`config.mk`:
```
export PLATFORM = sky130hd
export DESIGN_NAME = idelay_tap_cal
export DESIGN_NICKNAME = d
export VERILOG_FILES = /design/src/rtl/idelay_cal_pkg.sv /design/src/rtl/idelay_cal_run_track.sv /design/src/rtl/idelay_tap_cal.sv
export SDC_FILE = /design/constraint.sdc
export NUM_CORES = 1
export LEC_CHECK = 0
export BUFFER_PORTS_ARGS = -buffer_cell sky130_fd_sc_hd__clkbuf_2
export CAP_MARGIN = 15
export CORE_MARGIN = 2
export CORE_UTILIZATION = 50
export CTS_BUF_LIST = sky130_fd_sc_hd__clkbuf_4
export DETAILED_ROUTE_END_ITERATION = 8
export GPL_TIMING_DRIVEN = 0
export PLACE_DENSITY = 0.81
export SYNTH_ARGS = -nofsm -noshare
export SYNTH_HDL_FRONTEND = slang
export SYNTH_HIERARCHICAL = 1
export SYNTH_SLANG_ARGS = --single-unit
```
`constraint.sdc`:
```
create_clock -name clk_i -period 4.73 [get_ports clk_i]
set_input_delay 0 -clock clk_i [delete_from_list [all_inputs] [get_ports clk_i]]
set_output_delay 0 -clock clk_i [all_outputs]
set_load 0.03 [all_outputs]
```
`src/rtl/idelay_cal_pkg.sv`:
```
// Shared types and constants for the IDELAY tap calibration block.
package idelay_cal_pkg;

    localparam int unsigned TAP_W      = 9;
    localparam int unsigned WDOG_LIMIT = 1024;
    localparam int unsigned WDOG_W     = 10;

    typedef enum logic [2:0] {
        StIdle,
        StLoad,
        StSettle,
        StCheck,
        StNext,
        StCenter,
        StDone,
        StFail
    } cal_state_e;

endpackage

```
`src/rtl/idelay_cal_run_track.sv`:
```
// Tracks the current and best run of good taps; the first longest run wins.
module idelay_cal_run_track
    import idelay_cal_pkg::*;
(
    input  logic               clk_i,
    input  logic               rstn_i,
    input  logic               clear_i,
    input  logic               step_i,
    input  logic               good_i,
    input  logic [TAP_W-1:0]   tap_i,
    output logic [TAP_W-1:0]   fin_start_o,
    output logic [TAP_W:0]     fin_len_o
);

    logic [TAP_W-1:0] cur_start_q, cur_start_d;
    logic [TAP_W:0]   cur_len_q, cur_len_d;
    logic [TAP_W-1:0] best_start_q, best_start_d;
    logic [TAP_W:0]   best_len_q, best_len_d;
    logic             cur_wins;

    assign cur_wins = (cur_len_q > best_len_q);

    // Closing any still-open run is folded into the final view.
    assign fin_start_o = cur_wins ? cur_start_q : best_start_q;
    assign fin_len_o   = cur_wins ? cur_len_q : best_len_q;

    always_comb begin
        cur_start_d  = cur_start_q;
        cur_len_d    = cur_len_q;
        best_start_d = best_start_q;
        best_len_d   = best_len_q;
        if (clear_i) begin
            cur_start_d  = '0;
            cur_len_d    = '0;
            best_start_d = '0;
            best_len_d   = '0;
        end else if (step_i) begin
            if (good_i) begin
                if (cur_len_q == '0) begin
                    cur_start_d = tap_i;
                end
                cur_len_d = cur_len_q + 1'b1;
            end else begin
                if (cur_wins) begin
                    best_start_d = cur_start_q;
                    best_len_d   = cur_len_q;
                end
                cur_len_d = '0;
            end
        end
    end

    always_ff @(posedge clk_i or negedge rstn_i) begin
        if (!rstn_i) begin
            cur_start_q  <= '0;
            cur_len_q    <= '0;
            best_start_q <= '0;
            best_len_q   <= '0;
        end else begin
            cur_start_q  <= cur_start_d;
            cur_len_q    <= cur_len_d;
            best_start_q <= best_start_d;
            best_len_q   <= best_len_d;
        end
    end

endmodule

```
`src/rtl/idelay_tap_cal.sv`:
```
// Sweeps delay taps, finds the widest window matching a training word and loads its center.
// Optional CHECK-state watchdog: define IDELAY_TAP_CAL_TIMEOUT_EN.
module idelay_tap_cal
    import idelay_cal_pkg::*;
#(
    parameter int unsigned         C_WIDTH     = 8,
    parameter logic [C_WIDTH-1:0]  C_PATTERN   = 8'hA5,
    parameter int unsigned         C_TAP_MAX   = 31,
    parameter int unsigned         C_SETTLE    = 8,
    parameter int unsigned         C_CHECK_LEN = 64,
    parameter int unsigned         C_MIN_EYE   = 4
) (
    input  logic               clk_i,
    input  logic               rstn_i,
    input  logic               start_i,
    input  logic [C_WIDTH-1:0] sample_i,
    input  logic               sample_vld_i,
    output logic               dly_ce_o,
    output logic               dly_inc_o,
    output logic               dly_ld_o,
    output logic [8:0]         dly_cntvalue_o,
    output logic               busy_o,
    output logic               done_o,
    output logic               fail_o,
    output logic [8:0]         eye_center_o,
    output logic [8:0]         eye_width_o
);

    localparam int unsigned SW = $clog2(C_SETTLE + 1);
    localparam int unsigned CW = $clog2(C_CHECK_LEN + 1);
    localparam logic [SW-1:0]    SETTLE_LAST = SW'(C_SETTLE - 1);
    localparam logic [CW-1:0]    CHECK_LAST  = CW'(C_CHECK_LEN - 1);
    localparam logic [TAP_W-1:0] TAP_MAX     = TAP_W'(C_TAP_MAX);
    localparam logic [TAP_W:0]   MIN_EYE     = (TAP_W + 1)'(C_MIN_EYE);

    cal_state_e       state_q, state_d;
    logic [TAP_W-1:0] tap_q, tap_d;
    logic [SW-1:0]    settle_q, settle_d;
    logic [CW-1:0]    beat_q, beat_d;
    logic             good_q, good_d;
    logic             done_q, done_d;
    logic             fail_q, fail_d;
    logic             timeout_q, timeout_d;
    logic [TAP_W-1:0] center_q, center_d;
    logic [TAP_W-1:0] width_q, width_d;
`ifdef IDELAY_TAP_CAL_TIMEOUT_EN
    logic [WDOG_W-1:0] wdog_q, wdog_d;
`endif

    logic             trk_clear, trk_step;
    logic [TAP_W-1:0] fin_start;
    logic [TAP_W:0]   fin_len;
    logic [TAP_W-1:0] center_calc;
    logic [TAP_W-1:0] width_sat;
    logic             pass;

    idelay_cal_run_track u_run_track (
        .clk_i       (clk_i),
        .rstn_i      (rstn_i),
        .clear_i     (trk_clear),
        .step_i      (trk_step),
        .good_i      (good_q),
        .tap_i       (tap_q),
        .fin_start_o (fin_start),
        .fin_len_o   (fin_len)
    );

    assign center_calc = fin_start + TAP_W'(fin_len >> 1);
    // A full 512-tap window does not fit the 9-bit width output; saturate it.
    assign width_sat   = fin_len[TAP_W] ? '1 : fin_len[TAP_W-1:0];
    assign pass        = (fin_len >= MIN_EYE) && !timeout_q;

    always_comb begin
        state_d        = state_q;
        tap_d          = tap_q;
        settle_d       = settle_q;
        beat_d         = beat_q;
        good_d         = good_q;
        done_d         = done_q;
        fail_d         = fail_q;
        timeout_d      = timeout_q;
        center_d       = center_q;
        width_d        = width_q;
`ifdef IDELAY_TAP_CAL_TIMEOUT_EN
        wdog_d         = wdog_q;
`endif
        dly_ld_o       = 1'b0;
        dly_cntvalue_o = '0;
        trk_clear      = 1'b0;
        trk_step       = 1'b0;

        unique case (state_q)
            StIdle, StDone, StFail: begin
                if (start_i) begin
                    done_d    = 1'b0;
                    fail_d    = 1'b0;
                    timeout_d = 1'b0;
                    tap_d     = '0;
                    trk_clear = 1'b1;
                    state_d   = StLoad;
                end
            end
            StLoad: begin
                dly_ld_o       = 1'b1;
                dly_cntvalue_o = tap_q;
                settle_d       = '0;
                state_d        = StSettle;
            end
            StSettle: begin
                if (settle_q == SETTLE_LAST) begin
                    beat_d  = '0;
`ifdef IDELAY_TAP_CAL_TIMEOUT_EN
                    wdog_d  = '0;
`endif
                    state_d = StCheck;
                end else begin
                    settle_d = settle_q + 1'b1;
                end
            end
            StCheck: begin
                if (sample_vld_i) begin
`ifdef IDELAY_TAP_CAL_TIMEOUT_EN
                    wdog_d = '0;
`endif
                    if (sample_i != C_PATTERN) begin
                        good_d  = 1'b0;
                        state_d = StNext;
                    end else if (beat_q == CHECK_LAST) begin
                        good_d  = 1'b1;
                        state_d = StNext;
                    end else begin
                        beat_d = beat_q + 1'b1;
                    end
                end
`ifdef IDELAY_TAP_CAL_TIMEOUT_EN
                else if (wdog_q == WDOG_W'(WDOG_LIMIT - 1)) begin
                    timeout_d = 1'b1;
                    state_d   = StCenter;
                end else begin
                    wdog_d = wdog_q + 1'b1;
                end
`endif
            end
            StNext: begin
                trk_step = 1'b1;
                if (tap_q < TAP_MAX) begin
                    tap_d   = tap_q + 1'b1;
                    state_d = StLoad;
                end else begin
                    state_d = StCenter;
                end
            end
            StCenter: begin
                dly_ld_o = 1'b1;
                if (pass) begin
                    dly_cntvalue_o = center_calc;
                    center_d       = center_calc;
                    width_d        = width_sat;
                    done_d         = 1'b1;
                    state_d        = StDone;
                end else begin
                    center_d = '0;
                    width_d  = '0;
                    fail_d   = 1'b1;
                    state_d  = StFail;
                end
            end
            default: state_d = StIdle;
        endcase
    end

    always_ff @(posedge clk_i or negedge rstn_i) begin
        if (!rstn_i) begin
            state_q   <= StIdle;
            tap_q     <= '0;
            settle_q  <= '0;
            beat_q    <= '0;
            good_q    <= 1'b0;
            done_q    <= 1'b0;
            fail_q    <= 1'b0;
            timeout_q <= 1'b0;
            center_q  <= '0;
            width_q   <= '0;
`ifdef IDELAY_TAP_CAL_TIMEOUT_EN
            wdog_q    <= '0;
`endif
        end else begin
            state_q   <= state_d;
            tap_q     <= tap_d;
            settle_q  <= settle_d;
            beat_q    <= beat_d;
            good_q    <= good_d;
            done_q    <= done_d;
            fail_q    <= fail_d;
            timeout_q <= timeout_d;
            center_q  <= center_d;
            width_q   <= width_d;
`ifdef IDELAY_TAP_CAL_TIMEOUT_EN
            wdog_q    <= wdog_d;
`endif
        end
    end

    assign dly_ce_o     = 1'b0;
    assign dly_inc_o    = 1'b0;
    assign busy_o       = !(state_q inside {StIdle, StDone, StFail});
    assign done_o       = done_q;
    assign fail_o       = fail_q;
    assign eye_center_o = center_q;
    assign eye_width_o  = width_q;

endmodule

```
# After elaboration in Yosys (flattened, before gate mapping)
# Index checks and enable logic that the tools add are counted.
dict set report word_totals {
  output_inout_bits 33
  word_cells 113
  ff_bits 82
  in_bits 12
}
dict set report op_classes {
  mux 48
  magnitude_cmp 3
  n_eq_ne 21
  addsub 5
  n_reduce_logical 23
}
# op n
set op_table {}
lappend op_table {{$mux 9} 13}
lappend op_table {{$mux 10} 7}
lappend op_table {{$pmux 9 s2} 2}
lappend op_table {{$mux 7} 4}
lappend op_table {{$mux 3} 6}
lappend op_table {{$ne 2x2->1 const B} 9}
lappend op_table {{$pmux 3 s6} 1}
lappend op_table {{$reduce_bool 2->1} 8}
lappend op_table {{$reduce_and 3->1} 5}
lappend op_table {{$pmux 7 s2} 1}
lappend op_table {{$eq 3x3->1 const B} 4}
lappend op_table {{$add 10x1->10 const B} 1}
lappend op_table {{$ge 10x3->1 const B} 1}
lappend op_table {{$gt 10x10->1} 1}
lappend op_table {{$logic_not 10->1} 1}
lappend op_table {{$mux 1} 10}
lappend op_table {{$add 9x1->9 const B} 1}
lappend op_table {{$add 9x9->9} 1}
lappend op_table {{$lt 9x5->1 const B} 1}
lappend op_table {{$ne 8x8->1 const B} 1}
lappend op_table {{$pmux 4 s2} 1}
lappend op_table {{$add 7x1->7 const B} 1}
lappend op_table {{$eq 7x6->1 const B} 1}
lappend op_table {{$eq 3x2->1 const B} 2}
lappend op_table {{other kinds (15)} 17}

# Longest topological paths before layout
dict set report depth {
  depth_word 5
  depth_mapped 16
  ltp_nobuf 15
}

# Hierarchy
# The synthesis kept the hierarchy.
# module cells_each area_per_inst_um2 n_inst seq_area_each_um2
set by_module_without_submodules {}
lappend by_module_without_submodules {idelay_tap_cal 295 2586.2 1 1101.1}
lappend by_module_without_submodules {idelay_cal_run_track 227 2323.5 1 950.9}

# Least setup slack after synthesis
# OpenSTA, ideal clock, no wires.
dict set report synth_timing {
  path_type {reg-to-output}
  start {reg u_run_track.cur_len_q[5]}
  end {out dly_cntvalue_o[8]}
  path_stages_with_launch 16
  arrival_ns 3.991
  slack_ns 0.739
  required_time_ns 4.730
  path_buffers 1
  cell_sequence {dfrtp_1 > ha_1 > nand4_1 > a211oi_1 > a2111oi_4 > nor2_2 > buf_4 > mux2i_1 > ha_1 > inv_1 > fa_1 > nand2b_1 > a21oi_1 > o2bb2ai_1 > xnor2_1 > o21ai_0}
}
dict set report synth_between {
  elab_chain_cells 5
  word_cells_on_any_way 7
  classes_between {1 x add/sub; 2 x order compare; 4 x mux}
}
# element line
set synth_rtl {}
lappend synth_rtl {{start: declaration} idelay_cal_run_track.sv:16} ;# logic [TAP_W:0] cur_len_q, cur_len_d;
lappend synth_rtl {{start signal: assignment} idelay_cal_run_track.sv:61} ;# cur_len_q <= cur_len_d;
lappend synth_rtl {{$gt 10x10->1 (*)} idelay_cal_run_track.sv:21} ;# assign cur_wins = (cur_len_q > best_len_q);
lappend synth_rtl {{$mux 10 (*)} n/a}
lappend synth_rtl {{via fin_len[1]} idelay_tap_cal.sv:52} ;# logic [TAP_W:0] fin_len;
lappend synth_rtl {{$add 9x9->9 / $ge 10x3->1 (equally long branches)} {idelay_tap_cal.sv:68, idelay_tap_cal.sv:71}}
lappend synth_rtl {{$mux 9 (*)} idelay_tap_cal.sv:155} ;# if (pass) begin
lappend synth_rtl {{$pmux 9 s2 (*)} idelay_tap_cal.sv:92} ;# unique case (state_q)
lappend synth_rtl {{end: declaration} idelay_tap_cal.sv:21} ;# output logic [8:0] dly_cntvalue_o,
# Mark *: on every way through the listed nets, which the timed path passes. The rest lies on a longest branch.

# Worst setup path in the final report
dict set report layout_timing {
  start {reg u_run_track.cur_len_q[8]}
  end {out dly_cntvalue_o[4]}
}
# Same word-level chain as after synthesis.

==> impl_metrics.toml <==
[cells_and_area]
design_area_sq_mm = 0.00565
multi_input_area_sq_mm = 0.00268
area_growth_pct = 15.2
drive_gt1_share_pct = 19.6
nNetsFinal = 624
n_antenna_cell = 0
register_area_sq_mm = 0.00205
fillers = 833

[cts]
cts_tree = "done"
clock_latency_ns = 0.44
numCtsBuffers = 9
clockBufferDepth = 2
cts.clk_slew.worst_paths_ns = 0.13
cts_root_buf = "clkbuf_4"
clock-sinks = 82
cts_max_level = 3

[floorplan]
start_util_pct = 50.9
die_area_sq_mm = 0.0106
num_rows = 36
core_sq_mm = 0.00964
die_h_um = 103
num_io_pins = 45
die_x_um = 103

[timing]
grt_setup_unrepaired = "no"
fin_hold_ws_ns = 0.0363
drv_slew = 0
clock.fmax_ghz = 0.223
min_period_ns = 4.49
slew_headroom_pct = 51.1
clock_skew_ns = 0.0254
finalHoldViolCount = 0
min_period_over_period_pct = 94.9
setup_viol_count_final = 0
final.setup.tns_ns = 0
worst_pin_slew_ns = 0.732

[global_route]
grt_max_degree = 53
overflow = 0
grt_pass1_wl_um = 19400
grt_pass1_vias = 3939
antenna_found_initial = 0
grt_usage_pct = 23.5

[power_and_ir_drop]
peakVddDrop_mv = 0.323
leakagePower_nw = 2.67
power_density_mw_per_mm2 = 355

[worst_setup_path]
critPathKind = "reg2out"
cp_max_fo = 10
worst_ep_arrival_time_ns = 4.49
cp-start-kind = "flop"
crit_slowest_cell = "dfrtp_1"
required_ns = 4.73
end_kind = "primary output"
critPathBufInv = 3
slowest_delay_ns = 0.50
critPathTopFamily = "compound AO/OA/AOI/OAI gates"
crit_path_cell_trace = "ha_1, nand4_1, a211oi_2, a2111oi_4, nor2_4, buf_4, mux2i_2, ha_1, inv_1, fa_1, nand2b_1, a21bo_2, a211oi_2, a21oi_1, nor2_1, clkbuf_2"

[synthesis]
synth_cell_types = 62
synth_commonest_cells = "82 x dfrtp_1, 55 x nor2_1, 52 x nand2_1, 41 x nand2b_1, 35 x o21ai_0"
synth_seq_area_share_pct = 41.8
synth_edf_count = 0
synth_top_area_cell = "dfrtp_1"
synth.area.top_cells = "dfrtp_1 42%, ha_1 5.9%, mux2i_1 5.7%, nand2b_1 5.2%, mux2_2 4.4%"
synth_cells = 522
synth-main-ff-cell = "dfrtp_1"
yosysMostFrequentCell = "dfrtp_1"
ys_ff_latch = 82
syn_area_sq_mm = 0.00491
async_reset_ff_share_pct = 100
synth_top_area_share_pct = 41.8
synth_warnings = 6
syn_avg_cell_area_sq_um = 9.41

[detailed_routing]
drt-vias-per-instance = 5.80
drt_iter0_drc = 204
dr.max_layer_used = "met4"
wl_met2_um = 6000
wl_met3_um = 740
num_vias = 4212
ant_nets = 0
wl_per_cell_um = 16.4
routed_wirelength_um = 11900
drt-met1-wl_um = 4940
dr.pass1.iters = 5
drc = 0

[min_path]
hp-class = "in2reg"

[job]
maxCapViolCount = 0

[outcome]
status = "complete, no violations"

[placed_design]
gp_congestion = 0.980
dpl_cell_area_sq_mm = 0.00532
port_buffers = 42
post-dp-hpwl_um = 8780
## registers in the layout (all words and copies together) (netlist names)
| signal | cells |
|---|---|
| tap_q | 9 |
| fail_o | 1 |
| u_run_track/cur_start_q | 9 |
| good_q | 1 |
| eye_center_o | 9 |
| settle_q | 4 |
| eye_width_o | 9 |
| u_run_track/best_start_q | 9 |
| done_o | 1 |
| u_run_track/cur_len_q | 10 |
| state_q | 3 |
| u_run_track/best_len_q | 10 |
| beat_q | 7 |
## kinds of logic (layout without fill, tap and decap cells)
kind of cell,count (synthesis),after routing,synth area share [%]
AO/OA/AOI/OAI,100,100,13.9
buffers and inverters,50,120,4.26
multiplexers,47,47,10.1
XOR/XNOR,13,13,2.32
adder cells (fa/ha/maj),24,24,6.27
other,1,2,0.0764
AND/OR/NAND/NOR,205,205,21.3
flip-flops,82,82,41.8
## final timing paths
check                                                     start                               endpoint  slack [ns]  cells after the start
hold / removal                                      sample_i[4]                     good_q$_DFFE_PN0P_        0.04                      4
max in group asynchronous                                rstn_i                  beat_q[5]$_DFFE_PN0P_        4.05                      3
setup / recovery           u_run_track/cur_len_q[8]$_DFFE_PN0P_                      dly_cntvalue_o[4]        0.24                     16
setup reg to reg           u_run_track/cur_len_q[8]$_DFFE_PN0P_            eye_center_o[6]$_DFFE_PN0P_        0.78                     15
min in group asynchronous                                rstn_i  u_run_track/best_len_q[7]$_DFFE_PN0P_        0.05                      2
hold reg to reg                           beat_q[5]$_DFFE_PN0P_                  beat_q[5]$_DFFE_PN0P_        0.50                      1
## per-stage QoR
| step | instances | util, % | worst slack (ns) | power [mW] |
|---|---|---|---|---|
| floorplan | 523 | - | 0.739 | 1.26 |
| global placement | 698 | 54.9 | 0.298 | 1.40 |
| detailed placement | 699 | 55.2 | 0.308 | 1.43 |
| CTS | 719 | 57.9 | 0.00527 | 2.01 |
| global route | 726 | 58.7 | 0.0106 | 2.12 |
| finish | 726 | 58.7 | 0.241 | 2.01 |
## cell usage in the layout, fill, tap and decap left out, types with 3 or more instances in the layout
cell	n
dfrtp_1	81
nor2_1	55
nand2_1	52
nand2b_1	41
clkbuf_2	41
o21ai_0	34
inv_1	27
mux2i_1	27
ha_1	23
mux2_2	19
a21oi_1	14
nand3_1	13
buf_4	12
clkbuf_1	12
clkbuf_4	11
xor2_1	9
a21o_1	8
nor4_1	6
buf_2	5
a31oi_1	5
or3_1	5
o21a_1	4
o211ai_1	4
xnor2_1	4
nand4_1	4
bufinv_16	4
nand3b_1	3
o32ai_1	3
nor4b_1	3
a22o_1	3
and3_1	3
and2_1	3
nor3_1	3
dlygate4sd3_1	3
## power breakdown
group	internal (mW)	switching, mW
Sequential	0.752	0.0513
Clock	0.330	0.250
Combinational	0.211	0.413
Total	1.29	0.715
## metal layers
metal	global-route usage [%]	vias to the layer above
met3	4.27	21
met4	8.10	0
li1	-	1966
met5	0	-
met2	39.9	160
met1	30.3	2065
## worst min-delay path, cell delays in order
cell and delay (ns):
clkbuf_2 0.08, nor4bb_1 0.04, nand2_1 0.20, a31oi_1 0.12
## cell type report
type | instances | share of cell area (%)
Inverter | 29 | 1.93
Timing Repair Buffer | 54 | 5.84
Sequential cell | 82 | 36.3
Buffer | 21 | 1.77
Clock inverter | 6 | 2.43
Multi-Input combinational cell | 391 | 47.4
Clock buffer | 10 | 1.33
Tap cell | 133 | 2.94
## what timing repair did
action | CTS | global route
setup endpoints to repair | 3 | 3
pin swaps | 1 | 3
hold buffers | 3 | 0
resized for setup | 2 | 6
gates cloned | 0 | 0
endpoints found under the hold margin | 90 | 0
setup buffers | 1 | 7
(Power assumes the default switching activity.)
